### config.mk
export PLATFORM = sky130hd
export DESIGN_NAME = eth_mac_tx
export DESIGN_NICKNAME = d
export VERILOG_FILES = /design/src/rtl/eth_pkg.sv /design/src/rtl/eth_crc32_byte.sv /design/src/rtl/eth_mac_tx.sv
export SDC_FILE = /design/constraint.sdc
export NUM_CORES = 1
export LEC_CHECK = 0
export CAP_MARGIN = 30
export CORE_UTILIZATION = 45
export CTS_BUF_LIST = sky130_fd_sc_hd__clkbuf_8 sky130_fd_sc_hd__clkbuf_16
export DETAILED_ROUTE_END_ITERATION = 16
export PLACE_DENSITY = 0.71
export REMOVE_ABC_BUFFERS = 1
export SYNTH_ARGS = -nofsm -noshare
export SYNTH_HDL_FRONTEND = slang
export SYNTH_HIERARCHICAL = 1
export SYNTH_SLANG_ARGS = --single-unit
### constraint.sdc
create_clock -name clk -period 6 [get_ports clk]
set_clock_uncertainty 0.15 [all_clocks]
set_input_delay 1.2 -clock clk [delete_from_list [all_inputs] [get_ports clk]]
set_output_delay 1.2 -clock clk [all_outputs]
set_load 0.05 [all_outputs]
### src/rtl/eth_pkg.sv
// Shared Ethernet constants, FSM state encoding and beat payload for the TX MAC and RX checker.
package eth_pkg;

  localparam logic [7:0]  ETH_PREAMBLE_BYTE   = 8'h55;
  localparam logic [7:0]  ETH_SFD_BYTE        = 8'hD5;
  localparam logic [31:0] ETH_CRC32_POLY      = 32'hEDB88320;
  localparam logic [31:0] ETH_CRC32_INIT      = 32'hFFFFFFFF;
  localparam logic [31:0] ETH_CRC32_RESIDUE   = 32'hDEBB20E3;
  localparam int unsigned ETH_MIN_FRAME_BYTES = 60;
  localparam int unsigned ETH_PREAMBLE_BEATS  = 7;
  localparam int unsigned ETH_FCS_BYTES       = 4;

  typedef enum logic [2:0] {
    IDLE,
    PREAMBLE,
    SFD,
    DATA,
    PAD,
    FCS,
    IFG
  } eth_tx_state_t;

  typedef struct packed {
    logic       last;
    logic [7:0] data;
  } eth_beat_t;

endpackage

### src/rtl/eth_crc32_byte.sv
// One-byte step of the reflected IEEE 802.3 CRC-32 (no final inversion).
module eth_crc32_byte
  import eth_pkg::*;
(
  input  logic [31:0] crc,
  input  logic [7:0]  data,
  output logic [31:0] next_crc
);

  always_comb begin
    next_crc = crc;
    for (int i = 0; i < 8; i++) begin
      next_crc = (next_crc >> 1) ^ (ETH_CRC32_POLY & {32{next_crc[0] ^ data[i]}});
    end
  end

endmodule

### src/rtl/eth_mac_tx.sv
// Byte-wide Ethernet TX MAC: preamble/SFD, pass-through data, optional pad, FCS, inter-frame gap.
// Build option ETH_MAC_TX_PAD_EN enables zero-padding of short frames to MIN_FRAME_BYTES.
module eth_mac_tx
  import eth_pkg::*;
#(
`ifdef ETH_MAC_TX_PAD_EN
  parameter int unsigned MIN_FRAME_BYTES = ETH_MIN_FRAME_BYTES,
`endif
  parameter int unsigned IFG_BYTES = 12
) (
  input  logic       clk,
  input  logic       aresetn,
  output logic       axis_i_tready,
  input  logic       axis_i_tvalid,
  input  logic       axis_i_tlast,
  input  logic       axis_i_tkeep,
  input  logic [7:0] axis_i_tdata,
  input  logic       axis_o_tready,
  output logic       axis_o_tvalid,
  output logic       axis_o_tlast,
  output logic       axis_o_tkeep,
  output logic [7:0] axis_o_tdata
);

  localparam int unsigned CNT_W = 16;
  localparam int unsigned BEAT_W = 3;
  localparam logic [CNT_W-1:0] IFG_LAST = CNT_W'((IFG_BYTES == 0) ? 0 : IFG_BYTES - 1);
  localparam logic [BEAT_W-1:0] PRE_LAST = BEAT_W'(ETH_PREAMBLE_BEATS - 1);
  localparam logic [BEAT_W-1:0] FCS_LAST = BEAT_W'(ETH_FCS_BYTES - 1);

  eth_tx_state_t     state_q, state_d;
  logic [BEAT_W-1:0] beat_q, beat_d;
  logic [CNT_W-1:0]  ifg_q, ifg_d;
  logic [CNT_W-1:0]  bytes_q, bytes_d;
  logic [31:0]       crc_q, crc_d;

  logic [7:0]        crc_in;
  logic [31:0]       crc_next;
  logic [31:0]       fcs;
  logic [CNT_W-1:0]  bytes_inc;
  logic              frame_done;
  eth_beat_t         beat_out;

  // Pad beats feed zeros into the CRC; data beats feed the input byte.
  assign crc_in    = (state_q == PAD) ? 8'h00 : axis_i_tdata;
  assign fcs       = ~crc_q;
  assign bytes_inc = (bytes_q == {CNT_W{1'b1}}) ? bytes_q : bytes_q + CNT_W'(1);

  eth_crc32_byte u_crc (
    .crc      (crc_q),
    .data     (crc_in),
    .next_crc (crc_next)
  );

  always_ff @(posedge clk or negedge aresetn) begin
    if (!aresetn) begin
      state_q <= IDLE;
      beat_q  <= '0;
      ifg_q   <= '0;
      bytes_q <= '0;
      crc_q   <= ETH_CRC32_INIT;
    end else begin
      state_q <= state_d;
      beat_q  <= beat_d;
      ifg_q   <= ifg_d;
      bytes_q <= bytes_d;
      crc_q   <= crc_d;
    end
  end

  always_comb begin
    state_d       = state_q;
    beat_d        = beat_q;
    ifg_d         = ifg_q;
    bytes_d       = bytes_q;
    crc_d         = crc_q;
    frame_done    = 1'b0;
    axis_i_tready = 1'b0;
    axis_o_tvalid = 1'b0;
    beat_out      = '{last: 1'b0, data: 8'h00};

    case (state_q)
      IDLE: begin
        if (axis_i_tvalid) begin
          state_d = PREAMBLE;
          beat_d  = '0;
          crc_d   = ETH_CRC32_INIT;
        end
      end

      PREAMBLE: begin
        axis_o_tvalid = 1'b1;
        beat_out.data = ETH_PREAMBLE_BYTE;
        if (axis_o_tready) begin
          if (beat_q == PRE_LAST) begin
            state_d = SFD;
            beat_d  = '0;
          end else begin
            beat_d = beat_q + BEAT_W'(1);
          end
        end
      end

      SFD: begin
        axis_o_tvalid = 1'b1;
        beat_out.data = ETH_SFD_BYTE;
        if (axis_o_tready) begin
          state_d = DATA;
          bytes_d = '0;
        end
      end

      // Zero-latency pass-through; discarded (tkeep=0) beats are swallowed without the line.
      DATA: begin
        axis_o_tvalid = axis_i_tvalid & axis_i_tkeep;
        axis_i_tready = axis_o_tready | ~axis_i_tkeep;
        beat_out.data = axis_i_tdata;
        if (axis_i_tvalid && axis_i_tready) begin
          if (axis_i_tkeep) begin
            bytes_d = bytes_inc;
            crc_d   = crc_next;
          end
          if (axis_i_tlast) begin
            beat_d = '0;
`ifdef ETH_MAC_TX_PAD_EN
            state_d = (bytes_d < CNT_W'(MIN_FRAME_BYTES)) ? PAD : FCS;
`else
            state_d = FCS;
`endif
          end
        end
      end

`ifdef ETH_MAC_TX_PAD_EN
      PAD: begin
        axis_o_tvalid = 1'b1;
        if (axis_o_tready) begin
          bytes_d = bytes_inc;
          crc_d   = crc_next;
          if (bytes_inc >= CNT_W'(MIN_FRAME_BYTES)) begin
            state_d = FCS;
          end
        end
      end
`endif

      FCS: begin
        axis_o_tvalid = 1'b1;
        beat_out.last = (beat_q == FCS_LAST);
        case (beat_q[1:0])
          2'd0:    beat_out.data = fcs[7:0];
          2'd1:    beat_out.data = fcs[15:8];
          2'd2:    beat_out.data = fcs[23:16];
          default: beat_out.data = fcs[31:24];
        endcase
        if (axis_o_tready) begin
          if (beat_q == FCS_LAST) begin
            if (IFG_BYTES == 0) begin
              frame_done = 1'b1;
            end else begin
              state_d = IFG;
              ifg_d   = '0;
            end
          end else begin
            beat_d = beat_q + BEAT_W'(1);
          end
        end
      end

      IFG: begin
        if (ifg_q == IFG_LAST) begin
          frame_done = 1'b1;
        end else begin
          ifg_d = ifg_q + CNT_W'(1);
        end
      end

      default: state_d = IDLE;
    endcase

    // Skip the IDLE cycle when the next frame is already waiting, so the gap is exactly IFG_BYTES.
    if (frame_done) begin
      state_d = axis_i_tvalid ? PREAMBLE : IDLE;
      beat_d  = '0;
      crc_d   = ETH_CRC32_INIT;
    end
  end

  assign axis_o_tlast = beat_out.last;
  assign axis_o_tdata = beat_out.data;
  assign axis_o_tkeep = axis_o_tvalid;

endmodule

==> flow_metrics.env, run 1 <==
export IMPL_clockRootBuffer="clkbuf_8"
export IMPL_fp_coreArea_um2=9200
export IMPL_synth_xor_area_share_pct=23.6
export IMPL_r2r_cells=8
export IMPL_cp_arrival_ns=3.14
export IMPL_hold_viol=0
export IMPL_dp_hpwl_mm=6.65
export IMPL_hold_buffers=0
export IMPL_fin_crit_ns=4.49
export IMPL_setup_viol=0
export IMPL_startpoint="state_q[2]"
export IMPL_numCtsBuffers=5
export IMPL_drc_errors=0
export IMPL_yosys_warnings=6
export IMPL_power_mw=3.14
export IMPL_post_route_util_pct=50.3
export IMPL_synth_seq_cells=54
export IMPL_areaGrowthSynthToFinish_pct=8.98
export IMPL_power_density_nw_per_um2=677
export IMPL_rsz0062_at_grt="false"
export IMPL_required_ns=4.65
export IMPL_pwr_share_comb_pct=68.3
export IMPL_synth_edf_count=0
export IMPL_fp_dieH_um=99.2
export IMPL_yosys_area_share_adder_pct=2.06
export IMPL_wl_per_cell_um=17.0
export IMPL_synthSimpleGateAreaFrac_pct=20.5
export IMPL_r2r_start="state_q[0]"
export IMPL_postRouteAntennaNets=0
export IMPL_grt_pass1_wl_mm=16.8
export IMPL_worstHoldPathType="reg2reg"
export IMPL_die_width_um=99.2
export IMPL_grt_pass1_vias=3329
export IMPL_fin_setup_tns_ns=0
export IMPL_seqPwrFrac_pct=24.6
export IMPL_ys_flop_type="dfstp_2"
export IMPL_final_cell_area_um2=4630
export IMPL_netlist_instances=450
export IMPL_antennaDiodeCount=0
export IMPL_synthMuxAreaShare_pct=0.943
export IMPL_path_class="reg2out"
export IMPL_drive_gt1_share_pct=16.4
export IMPL_start_util_pct=46.2
export IMPL_fp_row_count=35
export IMPL_max_slew_margin_pct=39.2
export IMPL_tritoncts="done"
export IMPL_clock_latency_ns=0.32
export IMPL_layout_commonest_cell="nor2_1"
export IMPL_status="completed"
export IMPL_vias_per_cell=5.87
export IMPL_synth_compound_gate_area_share_pct=15.2
export IMPL_drt_iter0_drc=133
export IMPL_start_kind="flip-flop"
export IMPL_tightest_slew_ns=0.909
export IMPL_cts_setup_buffers=0
export IMPL_ios=26
export IMPL_grt_start_max_net_pins=55
export IMPL_fillerInstances=834
export IMPL_yosysSeqAreaShare_pct=32.8
export IMPL_p_sw_share_pct=44.0
export IMPL_layout_nets=478
export IMPL_rrSetupSlack_ns=2.30
export IMPL_worstSetupEndpoint="axis_o_tdata[1]"
export IMPL_yosysUniqueCellTypes=64
export IMPL_h_tree_depth=2
export IMPL_most_common_layout_cells="nor2_1, o21ai_0, nor3_1, dfstp_2, xnor2_1"
export IMPL_r2r_end="crc_q[23]"
export IMPL_yosysTopAreaCellShare_pct=19.8
export IMPL_synth_top_family_by_area="XOR/XNOR gates"
export IMPL_synth_top_area_cell="dfstp_2"
export IMPL_finalWirelength_mm=9.70
export IMPL_synth_area_um2=4250
export IMPL_path_max_fanout=30
export IMPL_synth_area_top_cells="dfstp_2, dfrtp_1, xnor2_1, o21ai_0, nor2_1"
export IMPL_report_final_slew_viol_count=0
export IMPL_antenna_found_initial=0
export IMPL_place_area_um2=4530
export IMPL_firstDrtPassIters=4
export IMPL_fmax_mhz=223
export IMPL_async_flop_share_pct=100
export IMPL_avgSynthCellArea_um2=9.44
export IMPL_p_switching_mw=1.38
export IMPL_p_int_mw=1.76
export IMPL_gp_congestion=0.803
export IMPL_timing_final_crit_share_pct=74.8
export IMPL_endpoint_kind="output port"
export IMPL_p_clk_share_pct=7.1
export IMPL_gr_total_overflow=0
export IMPL_grt_usage_pct=21.4
export IMPL_cts_sinks=54
export IMPL_cts_resized=0
export IMPL_portBuffers=25
export IMPL_clk_pin_slew_worst_paths_ns=0.10
export IMPL_maxCapViolCount=0
export IMPL_dr_total_vias=3341
export IMPL_die_area_um2=9830
export IMPL_clock_path_buffers=2
export IMPL_ir_worst_vdd_mv=0.242
export IMPL_leakagePower_nw=1.81
worst min-delay path by stage:
stage          startpoint       end  slack [ns]  depth (start not counted)
2_1_floorplan    ifg_q[0]  ifg_q[0]        0.33                          1
5_1_grt          ifg_q[0]  ifg_q[0]        0.41                          1
4_1_cts          ifg_q[0]  ifg_q[0]        0.39                          1
6_report         ifg_q[0]  ifg_q[0]        0.39                          1
3_3_place_gp     ifg_q[0]  ifg_q[0]        0.35                          1
3_5_place_dp     ifg_q[0]  ifg_q[0]        0.38                          1
power by group through the flow:
stage / clock network [mW] / registers, mW / logic (mW)
2_1_floorplan: 0 / 0.721 / 1.74
3_3_place_gp: 0 / 0.769 / 2.09
3_5_place_dp: 0 / 0.776 / 2.13
4_1_cts: 0.226 / 0.770 / 2.14
5_1_grt: 0.236 / 0.802 / 2.31
6_report: 0.221 / 0.772 / 2.14
worst max-delay path: stages (launching register included):
cell and delay [ns]:
dfrtp_1 0.70, nand3b_1 0.84, o22ai_1 0.42, clkdlybuf4s50_1 0.85
cells in the mapped netlist (5+ instances only):
cell / instances
nand4_1: 8
xnor2_1: 30
nand3_1: 9
dfstp_2: 32
dfrtp_1: 22
a21oi_1: 11
xnor2_4: 6
nor2_1: 50
clkbuf_1: 16
nor2b_1: 6
o21ai_0: 46
nor3_1: 34
o31ai_1: 5
o221ai_1: 8
nand2b_1: 9
xnor3_1: 8
xor2_1: 13
ha_1: 7
inv_1: 15
nand2_1: 22
metal layers:
metal | wire (µm) | up-vias | GRT usage [%]
met1 | 4400 | 1650 | 29.2
met2 | 4760 | 85 | 36.1
met5 | 0 | - | 0
met3 | 426 | 7 | 2.67
met4 | 112 | 0 | 6.00
li1 | - | 1599 | -
sequential cells by signal, summed over array words and instances (netlist names):
register / count
crc_q: 32
ifg_q: 16
beat_q: 3
state_q: 3
layout make-up:
class / instances / area [µm²] / area share, %
Multi-Input combinational cell: 351 / 2650 / 57.1
Sequential cell: 54 / 1390 / 30.1
Timing Repair Buffer: 30 / 303 / 6.54
Tap cell: 111 / 139 / 3.00
Clock buffer: 6 / 82.6 / 1.78
Inverter: 15 / 56.3 / 1.22
Clock inverter: 2 / 12.5 / 0.270
metrics by stage:
stage | instances | hold WS (ns) | setup WS, ns
after floorplan | 420 | 0.328 | 1.77
after global placement | 560 | 0.347 | 1.68
final | 569 | 0.391 | 1.51
after global routing | 569 | 0.412 | 1.33
after CTS | 569 | 0.391 | 1.52
after detailed placement | 561 | 0.377 | 1.63
logic make-up after synthesis:
group | count (synthesis)
buffers and inverters | 45
XOR/XNOR | 69
multiplexers | 4
AND/OR/NAND/NOR | 168
flip-flops | 54
AO/OA/AOI/OAI | 103
adder cells (fa/ha/maj) | 7
No activity file was read; power rests on OpenSTA's default activity.
==> inputs of run 2 (changes only) <==
- clock period: 6 -> 4.6 ns (I/O delays scaled with it)
==> flow_metrics.env, run 2 (synthesis gave the netlist of run 1 again) <==
export IMPL_status="completed"
export IMPL_fin_crit_ns=3.98
export IMPL_gp_congestion=0.801
export IMPL_max_stage_delay_ns=0.85
export IMPL_rsz0062_at_grt="false"
export IMPL_antenna_found_initial=0
export IMPL_ios=26
export IMPL_numCtsBuffers=5
export IMPL_worstHoldPathType="reg2reg"
export IMPL_grt_usage_pct=21.0
export IMPL_firstDrtPassIters=4
export IMPL_power_mw=4.11
export IMPL_drive_gt1_share_pct=17.0
export IMPL_path_class="reg2out"
export IMPL_grt_pass1_wl_mm=16.5
export IMPL_fp_dieH_um=99.2
export IMPL_largest_reg_flops=32
export IMPL_areaGrowthSynthToFinish_pct=9.40
export IMPL_ir_worst_vdd_mv=0.318
export IMPL_met1_usage_pct=29.9
export IMPL_busiest_layer="met2"
export IMPL_p_sw_share_pct=44.2
export IMPL_fp_coreArea_um2=9200
export IMPL_grt_pass1_vias=3159
export IMPL_fillerInstances=825
export IMPL_path_cells="inv_1, ha_1, nand2b_1, o221ai_1, o21ai_0, a221oi_1, clkdlybuf4s50_1"
export IMPL_power_density_nw_per_um2=885
export IMPL_drt_iter0_drc=125
export IMPL_tightest_slew_ns=0.779
export IMPL_max_slew_margin_pct=47.9
export IMPL_top_regs="crc_q (32), ifg_q (16)"
export IMPL_r2r_start="state_q[1]"
export IMPL_portBuffers=25
export IMPL_drc_errors=0
export IMPL_required_ns=3.53
export IMPL_seqPwrFrac_pct=23.6
export IMPL_finalWirelength_mm=9.91
export IMPL_clockRootBuffer="clkbuf_8"
export IMPL_cts_resized=0
export IMPL_gr_total_overflow=0
export IMPL_clk_pin_slew_worst_paths_ns=0.12
export IMPL_crit_slowest_cell="clkdlybuf4s50_1"
export IMPL_clock_latency_ns=0.32
export IMPL_report_final_slew_viol_count=0
export IMPL_met3_usage_pct=3.30
export IMPL_cts_setup_buffers=0
export IMPL_hold_viol=0
export IMPL_p_int_mw=2.29
export IMPL_fin_setup_tns_ns=0
export IMPL_grtUsageMet2_pct=34.3
export IMPL_start_kind="flip-flop"
export IMPL_dp_hpwl_mm=6.71
export IMPL_layout_nets=480
export IMPL_leakagePower_nw=1.82
export IMPL_endpoint_kind="output port"
export IMPL_h_tree_depth=2
export IMPL_postRouteAntennaNets=0
export IMPL_layout_commonest_cell="nor2_1"
export IMPL_antennaDiodeCount=0
export IMPL_fmax_mhz=251
export IMPL_grt_start_max_net_pins=36
export IMPL_dr_total_vias=3312
export IMPL_min_from="ifg_q[0]"
export IMPL_fp_row_count=35
export IMPL_p_clk_share_pct=7.2
export IMPL_hold_buffers=0
export IMPL_timing_final_crit_share_pct=86.5
export IMPL_r2r_cells=8
export IMPL_most_common_layout_cells="nor2_1, o21ai_0, nor3_1, dfstp_2, xnor2_1"
export IMPL_start_util_pct=46.2
export IMPL_die_area_um2=9830
export IMPL_clock_path_buffers=2
export IMPL_top_register="crc_q"
export IMPL_cts_sinks=54
export IMPL_p_switching_mw=1.82
export IMPL_maxCapViolCount=0
export IMPL_tritoncts="done"
export IMPL_vias_per_cell=5.80
export IMPL_setup_viol=0
export IMPL_whs_path_depth=1
export IMPL_wl_per_cell_um=17.4
export IMPL_pwr_share_comb_pct=69.2
export IMPL_die_width_um=99.2
export IMPL_path_max_fanout=10
export IMPL_startpoint="beat_q[0]"
export IMPL_cp_arrival_ns=2.91
[run 2: changes by cell type in the layout (fill, tap and decap cells not counted), sizes merged]
cell | previous run | this run
clkbuf | 6 | 5
buf | 6 | 8
inv | 15 | 17
clkinv | 2 | 1
[run 2: final timing paths]
| check | endpoint | slack, ns |
|---|---|---|
| hold reg to reg | ifg_q[0] | 0.38 |
| min in group asynchronous | state_q[0] | 0.46 |
| setup / recovery | axis_o_tdata[6] | 0.62 |
| max in group asynchronous | crc_q[27] | 2.98 |
| hold / removal | ifg_q[0] | 0.38 |
| setup reg to reg | crc_q[19] | 1.02 |
[run 2: final cells by class]
class	count	area [µm²]	share of cell area (%)
flip-flops and latches	54	1390	29.9
inverters	15	56.3	1.21
multi-input cells	351	2650	56.9
clock inverters	3	28.8	0.619
clock buffers	5	68.8	1.48
repair buffers	32	318	6.84
well taps	111	139	2.99
[run 2: layer usage]
| layer | vias up | part of all wire [%] |
|---|---|---|
| met2 | 58 | 48 |
| li1 | 1614 | - |
| met5 | - | 0 |
| met1 | 1634 | 48 |
| met4 | 0 | 0.75 |
| met3 | 6 | 3.4 |
[run 2: worst max-delay path: cells and delay by family, from the launching register on]
kind                       cells  cell delay [ns]
AOI/OAI and AO/OA              3             0.55
adders and majority gates      1             0.51
buffers and inverters          2             0.99
DFF                            1             0.44
and+or+nand+nor                1             0.10
[run 2: metrics by stage]
stage / setup slack [ns] / cell area (µm²) / hold WS (ns) / util (%) / std cells
finish: 0.622 / 4650 / 0.385 / 50.5 / 571
global route: 0.445 / 4650 / 0.394 / 50.5 / 571
CTS: 0.585 / 4650 / 0.381 / 50.5 / 571
detailed placement: 0.798 / 4550 / 0.368 / 49.5 / 563
global placement: 0.843 / 4520 / 0.350 / 49.2 / 562
floorplan: 0.925 / 4090 / 0.328 / - / 420
[run 2: power groups by stage]
stage	logic (mW)	registers (mW)	clock network, mW
CTS	2.85	0.967	0.302
global placement	2.78	0.964	0
floorplan	2.27	0.940	0
finish	2.85	0.970	0.297
global route	3.06	1.00	0.317
detailed placement	2.83	0.977	0
